## config.mk

```make
export PLATFORM = sky130hd
export DESIGN_NAME = bus_multicaster
export DESIGN_NICKNAME = d
export VERILOG_FILES = /design/src/rtl/mc_pkg.sv /design/src/rtl/mc_sync_fifo.sv /design/src/rtl/bus_multicaster.sv
export SDC_FILE = /design/constraint.sdc
export NUM_CORES = 1
export LEC_CHECK = 0
export ABC_CLOCK_PERIOD_IN_PS = 12500
export BUFFER_PORTS_ARGS = -buffer_cell sky130_fd_sc_hd__buf_2
export CAP_MARGIN = 15
export CELL_PAD_IN_SITES_DETAIL_PLACEMENT = 0
export CELL_PAD_IN_SITES_GLOBAL_PLACEMENT = 1
export CORE_UTILIZATION = 50
export CTS_CLUSTER_DIAMETER = 200
export DETAILED_ROUTE_END_ITERATION = 7
export MAX_ROUTING_LAYER = met4
export PLACE_DENSITY = 0.82
export SETUP_SLACK_MARGIN = 0.2
export SLEW_MARGIN = 20
export SYNTH_ARGS = -nofsm -noshare
export SYNTH_HDL_FRONTEND = slang
export SYNTH_SLANG_ARGS = --single-unit
```

## constraint.sdc

```tcl
create_clock -name clk -period 12.5 [get_ports clk]
set_input_delay 0 -clock clk [delete_from_list [all_inputs] [get_ports clk]]
set_output_delay 0 -clock clk [all_outputs]
set_load 0.1 [all_outputs]
```

## src/rtl/mc_pkg.sv

```systemverilog
// Shared types for the bus_multicaster column link.
//  mc_beat_t  : one {ifmap, fltr, psum} beat as carried on every link
//  mc_state_e : kernel-size control state
package mc_pkg;

   localparam int MC_DATA_WIDTH = 16;
   localparam int MC_OUTST_W    = 4;

   typedef struct packed {
      logic [MC_DATA_WIDTH-1:0]   ifmap;
      logic [MC_DATA_WIDTH-1:0]   fltr;
      logic [2*MC_DATA_WIDTH-1:0] psum;
   } mc_beat_t;

   localparam int MC_BEAT_W = $bits(mc_beat_t);

   typedef enum logic [1:0] {
      MC_IDLE   = 2'd0,
      MC_ACTIVE = 2'd1,
      MC_DRAIN  = 2'd2
   } mc_state_e;

endpackage

```

## src/rtl/mc_sync_fifo.sv

```systemverilog
// Single-clock FIFO used for both the forward (bus->PE) and return (PE->bus) paths.
//  clk, rst : clock, asynchronous active-high reset (pointers only)
//  push/din : write request and data; accepted when not full, or when full and popping
//  pop      : read request; ignored when empty
//  full/empty/head : status and the oldest entry (valid when !empty)
module mc_sync_fifo
   import mc_pkg::*;
#(
   parameter int WIDTH = MC_BEAT_W,
   parameter int DEPTH = 4
) (
   input  logic             clk,
   input  logic             rst,
   input  logic             push,
   input  logic             pop,
   input  logic [WIDTH-1:0] din,
   output logic             full,
   output logic             empty,
   output logic [WIDTH-1:0] head
);

   localparam int AW = $clog2(DEPTH);

   // One extra pointer bit distinguishes full from empty when the index bits match.
   logic [AW:0]      wr_ptr;
   logic [AW:0]      rd_ptr;
   logic [WIDTH-1:0] mem [DEPTH];
   logic             do_push;
   logic             do_pop;

   assign empty   = (wr_ptr == rd_ptr);
   assign full    = (wr_ptr[AW] != rd_ptr[AW]) && (wr_ptr[AW-1:0] == rd_ptr[AW-1:0]);
   assign do_pop  = pop && !empty;
   // A full FIFO still takes a push when the head leaves in the same cycle.
   assign do_push = push && (!full || do_pop);
   assign head    = mem[rd_ptr[AW-1:0]];

   always_ff @(posedge clk or posedge rst) begin
      if (rst) begin
         wr_ptr <= '0;
         rd_ptr <= '0;
      end else begin
         if (do_push) wr_ptr <= wr_ptr + (AW+1)'(1);
         if (do_pop)  rd_ptr <= rd_ptr + (AW+1)'(1);
      end
   end

   always_ff @(posedge clk) begin
      if (do_push) mem[wr_ptr[AW-1:0]] <= din;
   end

endmodule

```

## src/rtl/bus_multicaster.sv

```systemverilog
// Column-side end of the bus<->multicaster link and driver of the multicaster->PE link.
// Beats addressed to this column (CASTER_EN & TAG==ID) are buffered and issued to the PE
// under an outstanding-credit limit; PE results are buffered and returned with VALID/READY.
//  clk, rst                     : clock, asynchronous active-high reset
//  ID, TAG, CASTER_EN           : column address, beat destination, beat present
//  *_data_B2M, kernel_size      : incoming bus beat
//  VALID, READY, *_data_M2B     : returned beat handshake toward the bus
//  PE_EN, *_data_M2P            : registered 1-cycle forward strobe and beat to the PE
//  pe_kernel_size               : kernel size latched at the start of a burst
//  PE_VALID, PE_READY, *_P2M    : PE result handshake
//  ovf_err                      : sticky, a matching beat was dropped on a full forward FIFO
module bus_multicaster
   import mc_pkg::*;
#(
   parameter int DATA_WIDTH = MC_DATA_WIDTH,
   parameter int NUM_COL    = 4,
   parameter int FWD_DEPTH  = 4,
   parameter int RET_DEPTH  = 2,
   parameter int MAX_OUTST  = 2,
   localparam int NCW       = $clog2(NUM_COL)
) (
   input  logic                    clk,
   input  logic                    rst,
   input  logic [NCW-1:0]          ID,
   input  logic [NCW-1:0]          TAG,
   input  logic                    CASTER_EN,
   input  logic [DATA_WIDTH-1:0]   ifmap_data_B2M,
   input  logic [DATA_WIDTH-1:0]   fltr_data_B2M,
   input  logic [2*DATA_WIDTH-1:0] psum_data_B2M,
   input  logic [7:0]              kernel_size,
   input  logic                    READY,
   output logic                    VALID,
   output logic [DATA_WIDTH-1:0]   ifmap_data_M2B,
   output logic [DATA_WIDTH-1:0]   fltr_data_M2B,
   output logic [2*DATA_WIDTH-1:0] psum_data_M2B,
   output logic                    PE_EN,
   output logic [DATA_WIDTH-1:0]   ifmap_data_M2P,
   output logic [DATA_WIDTH-1:0]   fltr_data_M2P,
   output logic [2*DATA_WIDTH-1:0] psum_data_M2P,
   output logic [7:0]              pe_kernel_size,
   output logic                    PE_READY,
   input  logic                    PE_VALID,
   input  logic [DATA_WIDTH-1:0]   ifmap_data_P2M,
   input  logic [DATA_WIDTH-1:0]   fltr_data_P2M,
   input  logic [2*DATA_WIDTH-1:0] psum_data_P2M,
   output logic                    ovf_err
);

   localparam logic [MC_OUTST_W-1:0] OUTST_LIMIT = MC_OUTST_W'(MAX_OUTST);

   mc_state_e             state;
   mc_state_e             state_nxt;
   logic [MC_OUTST_W-1:0] outst;
   logic [MC_OUTST_W-1:0] outst_nxt;

   mc_beat_t fwd_in;
   mc_beat_t fwd_head;
   mc_beat_t ret_in;
   mc_beat_t ret_head;
   logic     fwd_full;
   logic     fwd_empty;
   logic     ret_full;
   logic     ret_empty;

   logic acc;
   logic issue;
   logic drop;
   logic ret_push;
   logic ret_pop;
   logic ret_dec;
   logic pipe_idle;

   assign acc      = CASTER_EN && (TAG == ID);
   assign issue    = !fwd_empty && (outst < OUTST_LIMIT);
   // The bus cannot be stalled, so a matching beat with nowhere to go is lost.
   assign drop     = acc && fwd_full && !issue;
   assign PE_READY = !ret_full;
   assign ret_push = PE_VALID && !ret_full;
   assign ret_pop  = READY && !ret_empty;
   // A result with no beat in flight cannot retire a credit; keeps the counter from wrapping.
   assign ret_dec  = ret_push && (outst != '0);
   assign pipe_idle = fwd_empty && (outst == '0);

   assign fwd_in.ifmap = ifmap_data_B2M;
   assign fwd_in.fltr  = fltr_data_B2M;
   assign fwd_in.psum  = psum_data_B2M;
   assign ret_in.ifmap = ifmap_data_P2M;
   assign ret_in.fltr  = fltr_data_P2M;
   assign ret_in.psum  = psum_data_P2M;

   mc_sync_fifo #(.WIDTH(MC_BEAT_W), .DEPTH(FWD_DEPTH)) u_fwd (
      .clk   (clk),
      .rst   (rst),
      .push  (acc),
      .pop   (issue),
      .din   (fwd_in),
      .full  (fwd_full),
      .empty (fwd_empty),
      .head  (fwd_head)
   );

   mc_sync_fifo #(.WIDTH(MC_BEAT_W), .DEPTH(RET_DEPTH)) u_ret (
      .clk   (clk),
      .rst   (rst),
      .push  (ret_push),
      .pop   (ret_pop),
      .din   (ret_in),
      .full  (ret_full),
      .empty (ret_empty),
      .head  (ret_head)
   );

   // Return path shows zeros while empty so the bus never sees stale storage.
   assign VALID          = !ret_empty;
   assign ifmap_data_M2B = ret_empty ? '0 : ret_head.ifmap;
   assign fltr_data_M2B  = ret_empty ? '0 : ret_head.fltr;
   assign psum_data_M2B  = ret_empty ? '0 : ret_head.psum;

   // Issue register: the M2P bus holds the last beat between strobes.
   always_ff @(posedge clk or posedge rst) begin
      if (rst) begin
         PE_EN          <= 1'b0;
         ifmap_data_M2P <= '0;
         fltr_data_M2P  <= '0;
         psum_data_M2P  <= '0;
      end else begin
         PE_EN <= issue;
         if (issue) begin
            ifmap_data_M2P <= fwd_head.ifmap;
            fltr_data_M2P  <= fwd_head.fltr;
            psum_data_M2P  <= fwd_head.psum;
         end
      end
   end

   always_comb begin
      outst_nxt = outst;
      if (issue && !ret_dec)
         outst_nxt = outst + MC_OUTST_W'(1);
      else if (!issue && ret_dec)
         outst_nxt = outst - MC_OUTST_W'(1);
   end

   always_ff @(posedge clk or posedge rst) begin
      if (rst) begin
         outst          <= '0;
         ovf_err        <= 1'b0;
         pe_kernel_size <= '0;
      end else begin
         outst <= outst_nxt;
         if (drop) ovf_err <= 1'b1;
         if ((state == MC_IDLE) && acc) pe_kernel_size <= kernel_size;
      end
   end

   always_ff @(posedge clk or posedge rst) begin
      if (rst) state <= MC_IDLE;
      else     state <= state_nxt;
   end

   always_comb begin
      state_nxt = state;
      case (state)
         MC_IDLE: begin
            if (acc) state_nxt = MC_ACTIVE;
         end
         MC_ACTIVE: begin
            if (!CASTER_EN) begin
               if (!pipe_idle)     state_nxt = MC_DRAIN;
               else if (ret_empty) state_nxt = MC_IDLE;
            end
         end
         MC_DRAIN: begin
            if (acc)                         state_nxt = MC_ACTIVE;
            else if (pipe_idle && ret_empty) state_nxt = MC_IDLE;
         end
         default: state_nxt = MC_IDLE;
      endcase
   end

endmodule

```

* Word level (Yosys, flattened, before mapping)
Memory sizes are Yosys's and may differ from the RTL's. A register that Yosys moved wholly into a read port is not among the register bits.
Index checks and enable logic that the tools add are counted.
** Storage, ports and cells
- Bits in writable memories :: 384
- Register bits :: 26
- Memories :: 2
** Operators by class
- Reductions and logical operators :: 31
- $add $sub $neg :: 6
- Magnitude comparators :: 1
- Eq/ne operators :: 13
- Multiplexer cells :: 16
** Memory list
- u_fwd.mem :: depth 4, bits a word 64, rd ports 1, clocked after memory_dff 1, write ports 1, RTL line mc_sync_fifo.sv:27 : logic [WIDTH-1:0] mem [DEPTH];
- u_ret.mem :: depth 2, bits a word 64, rd ports 1, clocked after memory_dff 0, write ports 1, RTL line mc_sync_fifo.sv:27
** Operators with widths (count)
- 2-to-1 mux 16 bit :: 2
- 2-to-1 mux 32 bit :: 1
- logical AND 1 bit :: 18
- 2-to-1 mux 2 bit :: 6
- 2-to-1 mux 4 bit :: 2
- adder 3 x 1 -> 3 bit (second input constant) :: 2
- equality test 2 bit :: 3
- zero test 1 bit :: 6
- != test 3 bit (second input constant) :: 2
- case mux 2 bit (3 select lines) :: 1
- adder 2 x 1 -> 2 bit (second input constant) :: 2
- adder 4 x 1 -> 4 bit (second input constant) :: 1
- zero test 4 bit :: 1
- less-than comparator 4 x 2 -> 1 bit (second input constant) :: 1
- 2-to-1 mux 1 bit :: 4
- != test 2 bit (second input constant) :: 2
- AND reduction 4 bit :: 1
- nonzero test 4 bit :: 1
- subtractor 4 x 1 -> 4 bit (second input constant) :: 1
- equality test 3 bit :: 1
- equality test 2 x 1 -> 1 bit (second input constant) :: 1
- equality test 2 bit (second input constant) :: 1
- zero test 2 bit :: 1
- logical OR 1 bit :: 2
- other kinds (3) :: 4

* Depth between registers and ports, before layout
- Word-level depth :: 8
- Depth in mapped cells :: 12
- Depth with buffers taken out :: 10

* Modules after synthesis
From an unflattened synthesis, not the netlist that was laid out.
** Second synthesis, totals
- Cell total of the unflattened synthesis :: 866
- Area total of the unflattened synthesis :: 18205.0 µm²
** Modules (own cells, without submodules)
- mc_sync_fifo (u_fwd) :: cells an instance 370, area an instance 9635.5 µm², times used 1, seq. area each 7837.5 µm²
- mc_sync_fifo (u_ret) :: cells an instance 229, area an instance 4981.0 µm², times used 1, seq. area each 3943.8 µm²
- bus_multicaster :: cells an instance 267, area an instance 3588.4 µm², times used 1, seq. area each 2001.9 µm²

* Worst setup path before layout
Ideal clock, no wire load.
- Kind :: reg2reg
- From :: register u_ret.rd_ptr[0]
- To :: memory u_ret.mem[0][0] in the netlist's numbering (enable)
- Cell stages (with the launch flop) :: 6
- Arrival :: 4.201 ns
- Setup slack :: 7.812 ns
- Data required time :: 12.013 ns
- Clock period less this slack :: 4.688 ns
- Setup time :: 0.487 ns
- Cell sequence :: dfrtp_1 -> clkbuf_1 -> xnor2_1 -> nand2_1 -> nand2_1 -> nor2_1
** RTL lines
- from (decl) :: RTL line mc_sync_fifo.sv:26 : logic [AW:0] rd_ptr;
- from (signal assigned) :: RTL line mc_sync_fifo.sv:44 : if (do_pop) rd_ptr <= rd_ptr + (AW+1)'(1);
- equality test 1 bit (*) :: RTL line mc_sync_fifo.sv:32 : assign full = (wr_ptr[AW] != rd_ptr[AW]) && (wr_ptr[AW-1:0] == rd_ptr[AW-1:0]);
- logical AND 1 bit (*) :: RTL line mc_sync_fifo.sv:32
- zero test 1 bit (*)
- named net PE_READY :: RTL line bus_multicaster.sv:41 : output logic PE_READY,
- logical AND 1 bit or logical OR 1 bit (tied branches) :: RTL line bus_multicaster.sv:78, mc_sync_fifo.sv:35
- logical AND 1 bit (*) :: RTL line mc_sync_fifo.sv:35 : assign do_push = push && (!full || do_pop);
- 2-to-1 mux 1 bit (*) :: RTL line mc_sync_fifo.sv:49 : if (do_push) mem[wr_ptr[AW-1:0]] <= din;
- 2-to-1 mux 1 bit (implied by the code) (*) :: RTL line mc_sync_fifo.sv:49
- to (decl) :: RTL line mc_sync_fifo.sv:27
Mark *: on every way through the listed nets, which the timed path passes. The rest lies on a longest branch.

* Worst setup path in the final report
- From :: register u_fwd.rd_ptr[0]
- To :: register outst[3]
** On the way
- Word-level cells in the longest chain between the ends :: 6
** Ends and longest elaborated chain
- from (decl) :: RTL line mc_sync_fifo.sv:26
- from (signal assigned) :: RTL line mc_sync_fifo.sv:44
- equality test 3 bit (*) :: RTL line mc_sync_fifo.sv:31 : assign empty = (wr_ptr == rd_ptr);
- zero test 1 bit (*) :: RTL line bus_multicaster.sv:74 : assign issue = !fwd_empty && (outst < OUTST_LIMIT);
- logical AND 1 bit (*) :: RTL line bus_multicaster.sv:74
- zero test 1 bit :: RTL line bus_multicaster.sv:140 : else if (!issue && ret_dec)
- logical AND 1 bit :: RTL line bus_multicaster.sv:140
- nonzero test 2 bit (no source line)
- to (signal assigned) :: RTL line bus_multicaster.sv:150 : outst <= outst_nxt;
- to (decl) :: RTL line bus_multicaster.sv:53 : logic [MC_OUTST_W-1:0] outst;
Mark *: on every way between the ends. The rest lies on a longest branch, timed or not.
A chain may end at the register's enable or synchronous reset.

==> metrics.md <==
| Metric | Value |
|---|---|
| Status | `completed` |
| Fin. Hold Viols | `0` |
| Commonest cells after routing, fill and taps aside | `edfxtp_1, buf_2, dlygate4sd3_1, dfrtp_1, mux2_2` |
| Final WL | `approximately 35 mm` |
| CTS buffer count | `46` |
| Fraction of registers with async set or reset after synthesis | `19.0%` |
| Die height | `190 um` |
| Crit path max fanout | `30` |
| Reg2reg path depth | `9` |
| Drt first pass iters | `4` |
| Syn nets | `1007` |
| RSZ-0062 raised after global routing | `false` |
| Max cap viols | `0` |
| DP HPWL | `a little under 20 mm` |
| Critical path arrival | `3660 ps` |
| Top_reg_cell synth | `edfxtp_1` |
| Initial core utilization | `51.0%` |
| Synth Cell Area | `about 18000 um^2` |
| Most common cell after layout, fill and taps aside | `edfxtp_1` |
| Postcts setup bufs | `0` |
| Worst setup SP type | `flop` |
| CP Capture Type | `flop` |
| Fin crit period | `3250 ps` |
| Yosys reg bits | `474` |
| Post-CTS sizing | `0` |
| Final Setup Violations | `0` |
| Area grow syn2layout | `27.7%` |
| Clock-pin slew on the worst setup and hold paths | `~60 ps` |
| Antenna-violating nets left | `0` |
| Period utilization | `between 20 and 30%` |
| Clk buf depth | `3` |
| Nets | `~1500` |
| Ports | `285` |
| First-pass GRT wire length | `between 50 and 60 mm` |
| Vias per cell | `5.22` |
| Clock Tree Root | `clkbuf_16` |
| F_max | `0.308 GHz` |
| Layout cells sized above 1 | `38.1%` |
| Seq/Total Area, Yosys | `77.9%` |
| I/O Buffers | `around 280` |
| CTS H-tree lvls | `2` |
| Grt total ovfl | `0` |
| CP required | `12910 ps` |
| Die Area | `36100 um^2` |
| Clk sinks | `474` |
| Vias in the first global route | `around 9700` |
| Setup TNS | `0 ps` |
| Syn Area/Cell | `around 21 um^2` |
| Global placement routability congestion | `0.770` |
| Core Footprint | `34700 um^2` |
| EDFF count, synth | `384` |
| Worst-margin pin slew | `approximately 1100 ps` |
| Final Max Tran Viols | `0` |
| WS Path Type | `reg2reg` |
| GRT Total Usage | `about a fifth` |
| Die width | `between 150 and 200 um` |
| Yosys cell types | `37` |
| DR WL/cell | `~19 um` |
| DRC | `0` |
| Slew margin rel. | `26.4%` |
| Synth Instances | `853` |
| Clock Latency Late Sink | `approximately 550 ps` |
| Largest net degree at the start of global routing | `69` |
| Row count | `68` |
| Setup Skew | `around 27 ps` |
| Vias | `9366` |
| Ys Warns | `0` |
| Min-Delay Path Class | `in2async` |
| TritonCTS clock tree | `yes` |
| DRT iter0 DRCs | `just under 600` |
| Initial antenna violation count | `3` |
state kept, by name (all words and copies together) (netlist names):
| name | count |
|---|---|
| outst | 4 |
| u_fwd.mem | 256 |
| u_ret.mem | 128 |
| u_ret.wr_ptr | 2 |
| PE_EN | 1 |
| ovf_err | 1 |
| fltr_data_M2P | 16 |
| pe_kernel_size | 8 |
| u_fwd.rd_ptr | 3 |
| state | 2 |
| psum_data_M2P | 32 |
| u_fwd.wr_ptr | 3 |
| u_ret.rd_ptr | 2 |
| ifmap_data_M2P | 16 |
what timing repair did:
action | in CTS | in global routing
setup endpoints to repair | 0 | 0
endpoints found under the hold margin | 436 | 0
hold buffers | 143 | 0
routing by layer:
layer,vias to the layer above,global-route usage [%],routed length (um)
met5,-,-,0
met2,299,33.2,17500
met1,4759,24.8,14400
met4,0,5.02,667
li1,4255,-,-
met3,53,4.22,2420
layout make-up:
| class | count | area [um^2] |
|---|---|---|
| diodes | 3 | 7.51 |
| clock buffers | 58 | 1240 |
| clock inverters | 28 | 324 |
| fillers | 2387 | 12100 |
| inverters | 6 | 25.0 |
| multi-input cells | 334 | 3720 |
| flip-flops and latches | 474 | 13800 |
| well taps | 455 | 569 |
| repair buffers | 435 | 2910 |
cell usage after synthesis, types with 2 or more instances:
library cell,instances,share of area (%)
nor3_1,3,0.085
nor4_1,2,0.071
mux2_2,67,4.3
buf_1,6,0.13
edfxtp_1,384,65
nand2_1,7,0.15
nand3_1,3,0.085
clkbuf_1,11,0.23
and3_1,2,0.071
nor2_1,66,1.4
ha_1,8,0.57
inv_1,6,0.13
buf_2,19,0.54
xnor2_1,10,0.50
dfrtp_1,90,13
mux2_1,9,0.57
a21oi_1,3,0.085
xor2_1,6,0.30
mux2i_1,65,3.7
buf_6,3,0.19
mux4_2,64,8.1
and2_1,4,0.14
critical path: stages, from the launching register on:
cell and delay [ps]:
dfrtp_4 830, xor2_1 200, o31a_2 380, ha_1 220
inv_1 160, ha_1 260, a21o_1 200, a2111oi_0 460
a31oi_1 80, a221o_1 320
logic make-up (layout without fill, tap and decap cells):
logic type                 Yosys count  count (layout)  synth area share [%]
adders and majority gates            9               9                 0.679
buffers and inverters               45             527                  1.22
AOI/OAI and AO/OA                   14              14                 0.580
DFF                                474             474                  77.9
other                                0               3                     0
xor gates and xnor gates            16              16                 0.792
and+or+nand+nor                     90              90                  2.14
muxes                              205             205                  16.7
path summary, 6_finish.rpt:
path | startpoint | to | slack (ps)
max in group asynchronous | rst | u_ret.rd_ptr[0]$_DFFE_PP0P_ | 11120
setup / recovery | u_fwd.rd_ptr[0]$_DFFE_PP0P_ | outst[3]$_DFFE_PP0P_ | 9250
hold / removal | rst | fltr_data_M2P[15]$_DFFE_PP0P_ | 100
setup reg to reg | u_fwd.rd_ptr[0]$_DFFE_PP0P_ | outst[3]$_DFFE_PP0P_ | 9250
hold reg to reg | ovf_err$_DFFE_PP0P_ | ovf_err$_DFFE_PP0P_ | 480
min in group clk | TAG[1] | ovf_err$_DFFE_PP0P_ | 120
through the flow:
| stage | util (%) | cell area [um^2] | setup slack, ps | hold slack [ps] | cells |
|---|---|---|---|---|---|
| 2_1_floorplan | - | 17700 | 7810 | 96.1 | 853 |
| 3_3_place_gp | 56.4 | 19600 | 9320 | 108 | 1561 |
| 3_5_place_dp | 56.4 | 19600 | 9250 | 123 | 1561 |
| 4_1_cts | 65.0 | 22600 | 9230 | 89.5 | 1790 |
| 5_1_grt | 65.1 | 22600 | 8980 | 128 | 1793 |
| 6_report | 65.1 | 22600 | 9250 | 99.6 | 1793 |
Power is not shown: default switching activity piles up to over one toggle a cycle in this logic, so the estimate is an artifact.
